<file path="src/rtl/wwm_pkg.sv">
// Shared types and constants for the front-panel button debouncer.
// Holds the per-channel FSM state encoding, the output bundle decoded
// from a state, and the default / short simulation timing constants.
package wwm_pkg;

    typedef enum logic [2:0] {
        ST_INI  = 3'd0,
        ST_WQ   = 3'd1,
        ST_SCEN = 3'd2,
        ST_MCW  = 3'd3,
        ST_MCEN = 3'd4,
        ST_WFCR = 3'd5
    } btn_state_t;

    typedef struct packed {
        logic db;
        logic scen;
        logic mcen;
    } btn_out_t;

    // 25 ms / 100 ms at 100 MHz on the board
    localparam int DEBOUNCE_CNT_DEF = 2_500_000;
    localparam int REPEAT_CNT_DEF   = 10_000_000;
    localparam int CNT_W_DEF        = 24;

    // Short windows so simulation reaches every state in a few cycles
    localparam int SIM_DEBOUNCE_CNT = 4;
    localparam int SIM_REPEAT_CNT   = 8;

    // Output levels belonging to a state; the FSM registers these
    // together with the state so outputs never depend on btn_in directly.
    function automatic btn_out_t f_decode_out(input btn_state_t st);
        btn_out_t v;
        v = btn_out_t'(3'b000);
        case (st)
            ST_SCEN: begin
                v.db   = 1'b1;
                v.scen = 1'b1;
                v.mcen = 1'b1;
            end
            ST_MCEN: begin
                v.db   = 1'b1;
                v.mcen = 1'b1;
            end
            ST_MCW, ST_WFCR: begin
                v.db   = 1'b1;
            end
            default: begin
                v = btn_out_t'(3'b000);
            end
        endcase
        return v;
    endfunction

endpackage

</file>
<file path="src/rtl/wwm_btn_debouncer_if.sv">
// Button bus between the raw panel and the game state machine.
// master drives the raw levels, slave (the debouncer) returns the
// debounced level and the single / multiple clock enables.
interface wwm_btn_debouncer_if #(
    parameter int N_BTNS = 2
);
    logic [N_BTNS-1:0] btn_in;
    logic [N_BTNS-1:0] btn_db;
    logic [N_BTNS-1:0] btn_scen;
    logic [N_BTNS-1:0] btn_mcen;

    modport master (output btn_in, input btn_db, input btn_scen, input btn_mcen);
    modport slave  (input btn_in, output btn_db, output btn_scen, output btn_mcen);
endinterface

</file>
<file path="src/rtl/wwm_debounce_fsm.sv">
// One button channel: 2-flop synchronizer, shared timing counter and a
// Moore FSM that qualifies presses, issues the single-cycle enable and
// the auto-repeat enables, and waits for a clean release.
module wwm_debounce_fsm
    import wwm_pkg::*;
#(
    parameter int DEBOUNCE_CNT = DEBOUNCE_CNT_DEF,
    parameter int REPEAT_CNT   = REPEAT_CNT_DEF,
    parameter int CNT_W        = CNT_W_DEF
) (
    input  logic board_clk,
    input  logic Reset,
    input  logic i_btn,
    output logic o_db,
    output logic o_scen,
    output logic o_mcen
);

    localparam logic [CNT_W-1:0] DB_LAST  = CNT_W'(DEBOUNCE_CNT - 1);
    localparam logic [CNT_W-1:0] RPT_LAST = CNT_W'(REPEAT_CNT - 1);
    localparam logic [CNT_W-1:0] CNT_ZERO = {CNT_W{1'b0}};
    localparam logic [CNT_W-1:0] CNT_ONE  = {{(CNT_W-1){1'b0}}, 1'b1};

    logic             r_s0;
    logic             r_s1;
    btn_state_t       r_state;
    logic [CNT_W-1:0] r_cnt;
    btn_out_t         r_out;

    // Bring the asynchronous button level into the board_clk domain
    always_ff @(posedge board_clk or posedge Reset) begin
        if (Reset) begin
            r_s0 <= 1'b0;
            r_s1 <= 1'b0;
        end else begin
            r_s0 <= i_btn;
            r_s1 <= r_s0;
        end
    end

    // Channel FSM; outputs are registered alongside every state change
    always_ff @(posedge board_clk or posedge Reset) begin
        if (Reset) begin
            r_state <= ST_INI;
            r_cnt   <= CNT_ZERO;
            r_out   <= f_decode_out(ST_INI);
        end else begin
            case (r_state)
                ST_INI: begin
                    r_cnt <= CNT_ZERO;
                    if (r_s1) begin
                        r_state <= ST_WQ;
                        r_out   <= f_decode_out(ST_WQ);
                    end else begin
                        r_state <= ST_INI;
                    end
                end
                ST_WQ: begin
                    if (!r_s1) begin
                        r_state <= ST_INI;
                        r_cnt   <= CNT_ZERO;
                        r_out   <= f_decode_out(ST_INI);
                    end else if (r_cnt == DB_LAST) begin
                        r_state <= ST_SCEN;
                        r_cnt   <= CNT_ZERO;
                        r_out   <= f_decode_out(ST_SCEN);
                    end else begin
                        r_cnt   <= r_cnt + CNT_ONE;
                    end
                end
                ST_SCEN: begin
                    r_state <= ST_MCW;
                    r_cnt   <= CNT_ZERO;
                    r_out   <= f_decode_out(ST_MCW);
                end
                ST_MCW: begin
                    if (!r_s1) begin
                        r_state <= ST_WFCR;
                        r_cnt   <= CNT_ZERO;
                        r_out   <= f_decode_out(ST_WFCR);
                    end else if (r_cnt == RPT_LAST) begin
                        r_state <= ST_MCEN;
                        r_cnt   <= CNT_ZERO;
                        r_out   <= f_decode_out(ST_MCEN);
                    end else begin
                        r_cnt   <= r_cnt + CNT_ONE;
                    end
                end
                ST_MCEN: begin
                    r_state <= ST_MCW;
                    r_cnt   <= CNT_ZERO;
                    r_out   <= f_decode_out(ST_MCW);
                end
                ST_WFCR: begin
                    // a bounce during release goes back to holding, never to a new press
                    if (r_s1) begin
                        r_state <= ST_MCW;
                        r_cnt   <= CNT_ZERO;
                        r_out   <= f_decode_out(ST_MCW);
                    end else if (r_cnt == DB_LAST) begin
                        r_state <= ST_INI;
                        r_cnt   <= CNT_ZERO;
                        r_out   <= f_decode_out(ST_INI);
                    end else begin
                        r_cnt   <= r_cnt + CNT_ONE;
                    end
                end
                default: begin
                    r_state <= ST_INI;
                    r_cnt   <= CNT_ZERO;
                    r_out   <= f_decode_out(ST_INI);
                end
            endcase
        end
    end

    assign o_db   = r_out.db;
    assign o_scen = r_out.scen;
    assign o_mcen = r_out.mcen;

endmodule

</file>
<file path="src/rtl/wwm_btn_debouncer.sv">
// Front-panel debouncer: N_BTNS fully independent channels between the
// raw Nexys4 push-buttons and the game state machine.
module wwm_btn_debouncer
    import wwm_pkg::*;
#(
    parameter int N_BTNS       = 2,
    parameter int DEBOUNCE_CNT = DEBOUNCE_CNT_DEF,
    parameter int REPEAT_CNT   = REPEAT_CNT_DEF,
    parameter int CNT_W        = CNT_W_DEF
) (
    input  logic                 board_clk,
    input  logic                 Reset,
    wwm_btn_debouncer_if.slave   btn_bus
);

    logic [N_BTNS-1:0] w_db;
    logic [N_BTNS-1:0] w_scen;
    logic [N_BTNS-1:0] w_mcen;

    genvar g;
    generate
        for (g = 0; g < N_BTNS; g = g + 1) begin : g_ch
            wwm_debounce_fsm #(
                .DEBOUNCE_CNT (DEBOUNCE_CNT),
                .REPEAT_CNT   (REPEAT_CNT),
                .CNT_W        (CNT_W)
            ) u_fsm (
                .board_clk (board_clk),
                .Reset     (Reset),
                .i_btn     (btn_bus.btn_in[g]),
                .o_db      (w_db[g]),
                .o_scen    (w_scen[g]),
                .o_mcen    (w_mcen[g])
            );
        end
    endgenerate

    assign btn_bus.btn_db   = w_db;
    assign btn_bus.btn_scen = w_scen;
    assign btn_bus.btn_mcen = w_mcen;

endmodule

</file>
<file path="src/flat_wrapper.sv">
// flat-port wrapper written by rule: the top's interface ports become plain ports
module wwm_btn_debouncer_flat import wwm_pkg::*;
#(
    parameter int N_BTNS       = 2,
    parameter int DEBOUNCE_CNT = DEBOUNCE_CNT_DEF,
    parameter int REPEAT_CNT   = REPEAT_CNT_DEF,
    parameter int CNT_W        = CNT_W_DEF
)
  (board_clk, Reset, btn_bus_btn_in, btn_bus_btn_db, btn_bus_btn_scen, btn_bus_btn_mcen);
  wwm_btn_debouncer_if #(.N_BTNS(N_BTNS)) btn_bus_i ();
  input  logic board_clk;
  input  logic Reset;
  input wire logic [$bits(btn_bus_i.btn_in)-1:0] btn_bus_btn_in;
  output wire logic [$bits(btn_bus_i.btn_db)-1:0] btn_bus_btn_db;
  output wire logic [$bits(btn_bus_i.btn_scen)-1:0] btn_bus_btn_scen;
  output wire logic [$bits(btn_bus_i.btn_mcen)-1:0] btn_bus_btn_mcen;
  assign btn_bus_i.btn_in = btn_bus_btn_in;
  assign btn_bus_btn_db = btn_bus_i.btn_db;
  assign btn_bus_btn_scen = btn_bus_i.btn_scen;
  assign btn_bus_btn_mcen = btn_bus_i.btn_mcen;
  wwm_btn_debouncer #(.N_BTNS(N_BTNS), .DEBOUNCE_CNT(DEBOUNCE_CNT), .REPEAT_CNT(REPEAT_CNT), .CNT_W(CNT_W)) u_core (.board_clk(board_clk), .Reset(Reset), .btn_bus(btn_bus_i));
endmodule
</file>
<file path="config.mk">
export PLATFORM = sky130hd
export DESIGN_NAME = wwm_btn_debouncer_flat
export DESIGN_NICKNAME = d
export VERILOG_FILES = /design/src/rtl/wwm_pkg.sv /design/src/rtl/wwm_btn_debouncer_if.sv /design/src/rtl/wwm_debounce_fsm.sv /design/src/rtl/wwm_btn_debouncer.sv /design/src/flat_wrapper.sv
export SDC_FILE = /design/constraint.sdc
export NUM_CORES = 1
export LEC_CHECK = 0
export ABC_AREA = 1
export CAP_MARGIN = 20
export CORE_UTILIZATION = 50
export DETAILED_ROUTE_END_ITERATION = 10
export PLACE_DENSITY = 0.76
export SLEW_MARGIN = 25
export SYNTH_ARGS = -nofsm -noshare
export SYNTH_HDL_FRONTEND = slang
export SYNTH_SLANG_ARGS = --single-unit
</file>
<file path="constraint.sdc">
create_clock -name board_clk -period 2.4 [get_ports board_clk]
set_clock_uncertainty 0.2 [all_clocks]
set_input_delay 0.36 -clock board_clk [delete_from_list [all_inputs] [get_ports board_clk]]
set_output_delay 0.36 -clock board_clk [all_outputs]
set_load 0.01 [all_outputs]
</file>
# == After elaboration in Yosys (flattened, before gate mapping) ==
# Cells that the tools add are included.
# word_totals
word_cells,88
ff_bits,64
input_bits,4
# op_classes
muxes,42
n_reduce_logical,8
n_addsub,2
eq_ne,22
# ops
cell,count
24-bit 2-to-1 mux,10
24-bit one-hot mux with 3 select lines,2
3-bit 2-to-1 mux,24
3-bit one-hot mux with 5 select lines,4
24-bit by 1-bit adder with 24-bit output (second input constant),2
24-bit by 22-bit == test with 1-bit output (second input constant),2
24-bit == test (second input constant),2
3-bit != test (second input constant),6
3-bit by 2-bit == test with 1-bit output (second input constant),4
3-bit == test (second input constant),4
4-bit AND reduction,2
3-bit by 1-bit == test with 1-bit output (second input constant),2
3-bit zero test,2
3-bit AND reduction,2
2-bit != test (second input constant),2
2-bit OR reduction,2
1-bit 2-to-1 mux,2

# == Logic depth before layout (Yosys ltp) ==
# Gate-level depths: netlist of run 1.
# depth
depth_word,4
ltp_mapped,12
depth_no_buf,10

# == Cells and area by module ==
# From an unflattened synthesis of run 1, not the netlist that was laid out.
# unflattened
hier_cells,529
hier_area_um2,3796.1
# modules_own_cells
module,area_each_um2,instances,cells_each
wwm_debounce_fsm at u_core.g_ch[1].u_fsm,1935.6,1,268
wwm_debounce_fsm at u_core.g_ch[0].u_fsm,1860.5,1,261

# == Least setup slack after synthesis of run 1 ==
# OpenSTA, ideal clock, no wires.
# synth_path
path_kind,register -> register
from,reg u_core.g_ch[1].u_fsm.r_cnt[0]
to,reg u_core.g_ch[1].u_fsm.r_state[0]
t_required_ps,2078
slack_ps,686
setup_ps,122
arrival_ps,1392
stages_incl_launch_ff,12
cell_sequence,dfrtp_1 ha_1 nand2_2 nor2_2 nand2_1 nor2_1 nand2_1 nand2_4 nand2_4 inv_4 buf_6 nand3_2
# synth_between
elab_chain_cells,3
elab_cells_between_ends,6
classes_between,eq/ne (5); reduce/logical (1)
# synth_rtl
item,line_no,text
"start, declared",wwm_debounce_fsm.sv:27,logic [CNT_W-1:0] r_cnt;
"start signal, assigned",wwm_debounce_fsm.sv:68,r_cnt <= r_cnt + CNT_ONE;
"start signal, assigned",wwm_debounce_fsm.sv:86,r_cnt <= r_cnt + CNT_ONE;
"start signal, assigned",wwm_debounce_fsm.sv:105,r_cnt <= r_cnt + CNT_ONE;
24-bit by 22-bit == test with 1-bit output or 24-bit == test (tied branches),"wwm_debounce_fsm.sv:63, wwm_debounce_fsm.sv:100, wwm_debounce_fsm.sv:81",
3-bit != test (no source line),n/a,
3-bit AND reduction (no source line) *,n/a,
"end signal, assigned",wwm_debounce_fsm.sv:60,r_state <= ST_INI;
"end signal, assigned",wwm_debounce_fsm.sv:64,r_state <= ST_SCEN;
"end signal, assigned",wwm_debounce_fsm.sv:101,r_state <= ST_INI;
"end, declared",wwm_debounce_fsm.sv:26,btn_state_t r_state;
# Mark *: on every way between the ends. The rest lies on a longest branch, timed or not.
# A chain may end at the register's enable or synchronous reset.

# == Worst setup path after layout of run 1 ==
# layout_path
from,reg u_core.g_ch[0].u_fsm.r_cnt[0]
to,reg u_core.g_ch[0].u_fsm.r_state[0]
# layout_between
elab_chain_cells,3
elab_cells_between_ends,6
classes_between,eq/ne (5); reduce/logical (1)
# layout_rtl
item,line_no
"start, declared",wwm_debounce_fsm.sv:27
"start signal, assigned",wwm_debounce_fsm.sv:68
"start signal, assigned",wwm_debounce_fsm.sv:86
"start signal, assigned",wwm_debounce_fsm.sv:105
24-bit by 22-bit == test with 1-bit output or 24-bit == test (tied branches),"wwm_debounce_fsm.sv:63, wwm_debounce_fsm.sv:100, wwm_debounce_fsm.sv:81"
3-bit != test (no source line),n/a
3-bit AND reduction (no source line) *,n/a
"end signal, assigned",wwm_debounce_fsm.sv:60
"end signal, assigned",wwm_debounce_fsm.sv:64
"end signal, assigned",wwm_debounce_fsm.sv:101
"end, declared",wwm_debounce_fsm.sv:26
# Marks and branches as above.

==> impl_results.md, run 1 <==
* FF-to-FF path depth at 10
* Met2 usage at 0.4122
* Num CTS Buffers at 9
* Cts repair resizes at 0
* Crit path DAT at 1.94 ns
* Reg2reg end: u_core.g_ch[0].u_fsm.r_state[0]
* GRT busiest layer: met2
* Final cell count without fillers at 651
* Async S/R FF share, synth at 1.000
* Antenna cells at 0
* Drt first pass iters at 5
* Post-synthesis sequential area ratio at 0.4132
* Pwr dens at 787.1 mW/mm^2
* Vias per inst at 5.197
* Final hold viol count at 0
* Status: completed
* Cell type with the largest total area after synthesis: dfrtp_1
* Worst-path clk slew at 0.07 ns
* Placer congestion estimate at 0.9521
* Final Cycle Share at 0.8033
* Die height at 90.05 um
* Met1 Usage GRT at 0.2686
* Worst-Skew Late Latency at 0.34 ns
* P_leak at 1.887 nW
* Post-synth top flop: dfrtp_1
* Max-Cap Viols at 0
* RR Startpoint: u_core.g_ch[0].u_fsm.r_cnt[0]
* First-pass GRT wire length at 14,990 um
* Number of synthesized flops with an enable pin at 0
* Unrepaired setup endpoints after global routing: false
* Design Area, Final at 0.004168 mm^2
* Synthesized Nets at 548
* Starting density of the core at 0.5260
* CP Launch Point: u_core.g_ch[0].u_fsm.r_cnt[0]
* Post-DP HPWL at 6107 um
* Post-Place Cell Area at 0.003995 mm^2
* Top-count cell post-synth: nand2_1
* Final WL at 8230 um
* Grt ovf at 0
* Clock Tree Buf Depth at 2
* Placeable Area at 0.007370 mm^2
* ANT nets after route at 0
* Setup Buffers After CTS at 0
* Setup_tns at 0 ns
* Post-synthesis register bit count at 64
* Critical path data required time at 2.42 ns
* Die area at 0.008108 mm^2
* DRC at 0
* Relative slew margins at 0.6889
* Layout cell share with drive strength beyond 1 at 0.1069
* Area share of the largest cell type after synthesis at 0.4132
* Fmax at 518.7 MHz
* CP max-delay cell: dfrtp_1
* Core Rows at 31
* H-tree levels at 3
* CP endpoint: u_core.g_ch[0].u_fsm.r_state[0]
* Crit path buffers/inverters at 1
* WP depth at 10
* Port Buf Inserts at 9
* Max Slew Vio Count at 0
* Hold Crit Depth at 0
* HP Class: register to register
* CTS tree: built
* CP max FO at 15
* Startpoint type of the worst setup path: register
* Clock root buffer master: clkbuf_8
* Synthesized area at 0.003876 mm^2
* Most frequent cells after synthesis: 129 x nand2_1, 109 x nor2_1, 64 x dfrtp_1
* Starting DRT DRC Count at 198
* CP top delay family: simple AND/OR/NAND/NOR gates
* Slew @ Worst Pin at 0.4667 ns
* Final setup fails at 0
* DR vias at 3,383
* Max IR drop VDD at 0.0004196 V
* Vias in the first global route at 3,373
* GRT Overall Usage at 0.2285
* Synthesis-to-layout area growth at 7.521%
* Post-DR wirelength/cell at 12.64 um
* Syn avg cell area at 7.152 um^2
* Reg-to-reg slack, setup at 0.47 ns
* Setup CP Type: register to register
* Synthesis Warnings at 0
* # IOs at 10
* Max incr delay on CP at 0.37 ns
* # clock sinks at 64
* Fin crit period at 1.928 ns
* Yosys cell types at 29
* Met3 Use GR at 0.05245
* Layout Nets at 554
* Pwr Total at 3.280 mW
* Antenna violations before repair at 0
* Placed cell count at 636
* Pin count of the biggest net entering global routing at 65
* Die W at 90.05 um
* Synth top area cells: dfrtp_1 41%, nand2_1 12%, nor2_1 11%
* CTS Hold Buffers Added at 0
* CP Cell Sequence: ha_1, nand2_2, nor2_2, nand2_1, nor2_1, nand2_1, nand2_2, nand2_4, inv_4, nand3_2
* CP Capture Type: register
* Synth Instances at 542
-- sequential cells by signal, indices dropped and copies added, names as in the netlist --
name	cells
u_core.g_ch.u_fsm.o_db	2
u_core.g_ch.u_fsm.o_mcen	2
u_core.g_ch.u_fsm.o_scen	2
u_core.g_ch.u_fsm.r_cnt	48
u_core.g_ch.u_fsm.r_s0	2
u_core.g_ch.u_fsm.r_s1	2
u_core.g_ch.u_fsm.r_state	6
-- per-stage QoR --
step	util	worst slack (ns)	hold WS, ns
after CTS	0.5655	0.4673	0.1538
after global placement	0.5421	0.5371	0.1325
after global routing	0.5655	0.3006	0.1689
after detailed placement	0.5421	0.4809	0.1365
final	0.5655	0.4720	0.1506
after floorplan	-	0.2419	0.1312
-- metal layers --
metal,vias to the layer above,share of wire
met5,-,0
met4,0,0.015
met3,11,0.045
met2,80,0.51
met1,1577,0.43
li1,1715,-
-- logic make-up (layout without fill, tap and decap cells) --
logic type	after synthesis	count (layout)	synth area share
flip-flops	64	64	0.4132
buffers and inverters	79	89	0.09296
XOR/XNOR	19	19	0.04293
adder cells (fa/ha/maj)	2	2	0.006455
AO/OA/AOI/OAI	32	32	0.04648
AND/OR/NAND/NOR	346	346	0.3980
-- where the power goes --
group	total (mW)	internal [mW]	switching (mW)
sequential	1.34	1.21	0.131
clock	0.822	0.422	0.400
combinational	1.12	0.403	0.712
total	3.28	2.04	1.24
-- how the worst min path moves through the flow --
stage                                         start                         to
after floorplan           u_core.g_ch[0].u_fsm.r_s0  u_core.g_ch[0].u_fsm.r_s1
after global placement    u_core.g_ch[0].u_fsm.r_s0  u_core.g_ch[0].u_fsm.r_s1
after detailed placement  u_core.g_ch[0].u_fsm.r_s0  u_core.g_ch[0].u_fsm.r_s1
after CTS                 u_core.g_ch[0].u_fsm.r_s0  u_core.g_ch[0].u_fsm.r_s1
after global routing      u_core.g_ch[0].u_fsm.r_s0  u_core.g_ch[0].u_fsm.r_s1
final                     u_core.g_ch[0].u_fsm.r_s0  u_core.g_ch[0].u_fsm.r_s1
-- area by class of cell --
class | count | area [um^2]
fill | 709 | 3202
multi-input combinational | 399 | 1914
sequential | 64 | 1602
inverter | 64 | 245.2
clock buffer | 12 | 155.1
tap | 99 | 123.9
timing repair buffer | 10 | 110.1
clock inverter | 3 | 17.52
-- placed cells by master (no fill, tap or decap), types with 9 or more instances in the layout --
| cell | instances |
|---|---|
| a21oi_1 | 11 |
| dfrtp_1 | 64 |
| nand2_2 | 9 |
| nor2_2 | 14 |
| nor2_1 | 109 |
| clkbuf_8 | 11 |
| clkdlybuf4s50_1 | 9 |
| nand3_1 | 41 |
| inv_1 | 59 |
| o21ai_0 | 14 |
| nand2_1 | 129 |
| nand4_1 | 12 |
| xor2_1 | 14 |
| nor3_1 | 16 |
Note: power is estimated with default switching activity, not from simulation.
==> run 2: changes to the inputs <==
==> constraint.sdc (replaced) <==
create_clock -name board_clk -period 2.01 [get_ports board_clk]
set_clock_uncertainty 0.2 [all_clocks]
set_input_delay 0.3015 -clock board_clk [delete_from_list [all_inputs] [get_ports board_clk]]
set_output_delay 0.3015 -clock board_clk [all_outputs]
set_load 0.01 [all_outputs]
==> run 2 against run 1 <==
Net effect:
- clock-buffer cell count rose by 1
- cell count is 0.31% higher
- critical path depth stayed put
- register-to-register slack got worse by 0.32 ns
- sequential share of layout area decreased by 0.79 points
- final area grew 2.1%
- global-route usage grew 0.28 points
- first-iteration DRC count down 30%
- worst hold slack improved by 0.0060 ns
==> impl_results.md, run 2 (synthesized netlist as in run 1, its figures left out) <==
* Vias per inst at 5.273
* Setup CP Type: register to register
* Hold Crit Depth at 0
* Final cell count without fillers at 653
* P_leak at 1.911 nW
* Slew @ Worst Pin at 0.4725 ns
* Pin count of the biggest net entering global routing at 65
* Die W at 90.05 um
* ANT nets after route at 0
* Final WL at 8421 um
* Grt ovf at 0
* Relative slew margins at 0.6826
* Critical path data required time at 2.04 ns
* Max-Cap Viols at 0
* CP Cell Sequence: ha_1, nand2_2, nor2_2, nand2_1, nor2_1, nand2_1, nand2_4, nand2_8, inv_8, nand3_2
* Max incr delay on CP at 0.37 ns
* Most common cell after layout, fill and taps aside: nand2_1
* # IOs at 10
* Final Worst Setup Slack at 0.1521 ns
* Max Slew Vio Count at 0
* Final Cycle Share at 0.9243
* Fin crit period at 1.858 ns
* Top cell by count, worst path: nand2_1
* RR Startpoint: u_core.g_ch[0].u_fsm.r_cnt[0]
* First-pass GRT wire length at 15,040 um
* Placed cell count at 637
* Synthesis-to-layout area growth at 9.780%
* Post-DP HPWL at 6043 um
* Pwr Total at 4.137 mW
* Design Area, Final at 0.004255 mm^2
* Max reg flops at 48
* Clock root buffer master: clkbuf_8
* CP max-delay cell: dfrtp_1
* Antenna violations before repair at 0
* Reg-to-reg slack, setup at 0.15 ns
* Layout cell share with drive strength beyond 1 at 0.1119
* HP Class: register to register
* Post-Place Cell Area at 0.004006 mm^2
* Status: completed
* Crit path DAT at 1.89 ns
* Commonest non-fill, non-tap cells in the layout: 129 x nand2_1, 108 x nor2_1, 64 x dfrtp_1
* Post-DR wirelength/cell at 12.90 um
* Num CTS Buffers at 9
* Max IR drop VDD at 0.0005164 V
* Setup Buffers After CTS at 0
* Setup_tns at 0 ns
* Pwr dens at 972.2 mW/mm^2
* H-tree levels at 3
* CP max FO at 15
* Top reg by flops: u_core.g_ch.u_fsm.r_cnt
* GRT Overall Usage at 0.2312
* Starting density of the core at 0.5260
* Starting DRT DRC Count at 138
* Die height at 90.05 um
* Drt first pass iters at 5
* CTS tree: built
* Die area at 0.008108 mm^2
* Vias in the first global route at 3,499
* DR vias at 3,443
* FF-to-FF path depth at 10
* Hold_ws at 0.1566 ns
* Startpoint type of the worst setup path: register
* Final setup fails at 0
* Regs by FF count: u_core.g_ch.u_fsm.r_cnt x48, u_core.g_ch.u_fsm.r_state x6
* Fmax at 538.3 MHz
* Layout Nets at 555
* CTS Hold Buffers Added at 0
* Worst-path clk slew at 0.07 ns
* Hold EP: u_core.g_ch[0].u_fsm.r_s1
* # clock sinks at 64
* Placer congestion estimate at 0.9338
* Place WS at 0.07340 ns
* DRC at 0
* Clock Tree Buf Depth at 2
* Port Buf Inserts at 9
* Final hold viol count at 0
* Worst-Skew Late Latency at 0.35 ns
* Reg2reg end: u_core.g_ch[0].u_fsm.r_state[0]
* Placeable Area at 0.007370 mm^2
* Antenna cells at 0
* Layout Utilization at 0.5774
* CP Capture Type: register
* Core Rows at 31
* Min-Delay Startpoint: u_core.g_ch[0].u_fsm.r_s0
[run 2: cell count changes in the layout (fill, tap and decap cells not counted), sizes merged]
cell / before / now
clkinv: 2 / 3
clkbuf: 12 / 13
inv: 64 / 62
bufinv: 0 / 1
buf: 1 / 2
[run 2: layout make-up]
class / instances / area [um^2]
fill: 710 / 3114
multi-input combinational: 399 / 1949
sequential: 64 / 1602
inverter: 64 / 264.0
clock buffer: 13 / 158.9
tap: 99 / 123.9
timing repair buffer: 11 / 117.6
clock inverter: 3 / 40.04
[run 2: timing repair]
| action | CTS | global route |
|---|---|---|
| endpoints found under the hold margin | 0 | 0 |
| resized for setup | 0 | 12 |
| setup endpoints to repair | 0 | 34 |
[run 2: metal layers]
metal  vias to the layer above  routed length, um  track usage
met1                      1604               3505       0.2617
met2                        91               4276       0.4027
met4                         0                308       0.1263
met3                        34                331      0.05245
li1                       1714                  -            -
met5                         -                  0            0
[run 2: worst max path at each step]
| stage | start | slack, ns | cells past startpoint | endpoint |
|---|---|---|---|---|
| 2_1_floorplan | u_core.g_ch[1].u_fsm.r_cnt[0] | 0.30 | 11 | u_core.g_ch[1].u_fsm.r_state[0] |
| 3_3_place_gp | u_core.g_ch[1].u_fsm.r_cnt[16] | 0.14 | 10 | u_core.g_ch[1].u_fsm.r_state[0] |
| 3_5_place_dp | u_core.g_ch[1].u_fsm.r_cnt[0] | 0.07 | 10 | u_core.g_ch[1].u_fsm.r_state[0] |
| 4_1_cts | u_core.g_ch[1].u_fsm.r_cnt[0] | 0.06 | 10 | u_core.g_ch[1].u_fsm.r_state[0] |
| 5_1_grt | u_core.g_ch[1].u_fsm.r_cnt[0] | -0.01 | 10 | u_core.g_ch[1].u_fsm.o_scen |
| 6_report | u_core.g_ch[0].u_fsm.r_cnt[0] | 0.15 | 10 | u_core.g_ch[0].u_fsm.r_state[0] |
[run 2: worst max-delay path: cells and delay by family (launching register included)]
kind	cells	cell delay [ns]
and+or+nand+nor	8	0.84
DFF	1	0.37
adders and majority gates	1	0.20
buffers and inverters	1	0.12
[run 2: power by group]
part           total (mW)  internal [mW]  switching (mW)
Combinational        1.42          0.515           0.903
Sequential           1.60           1.45           0.148
Clock                1.12          0.637           0.485
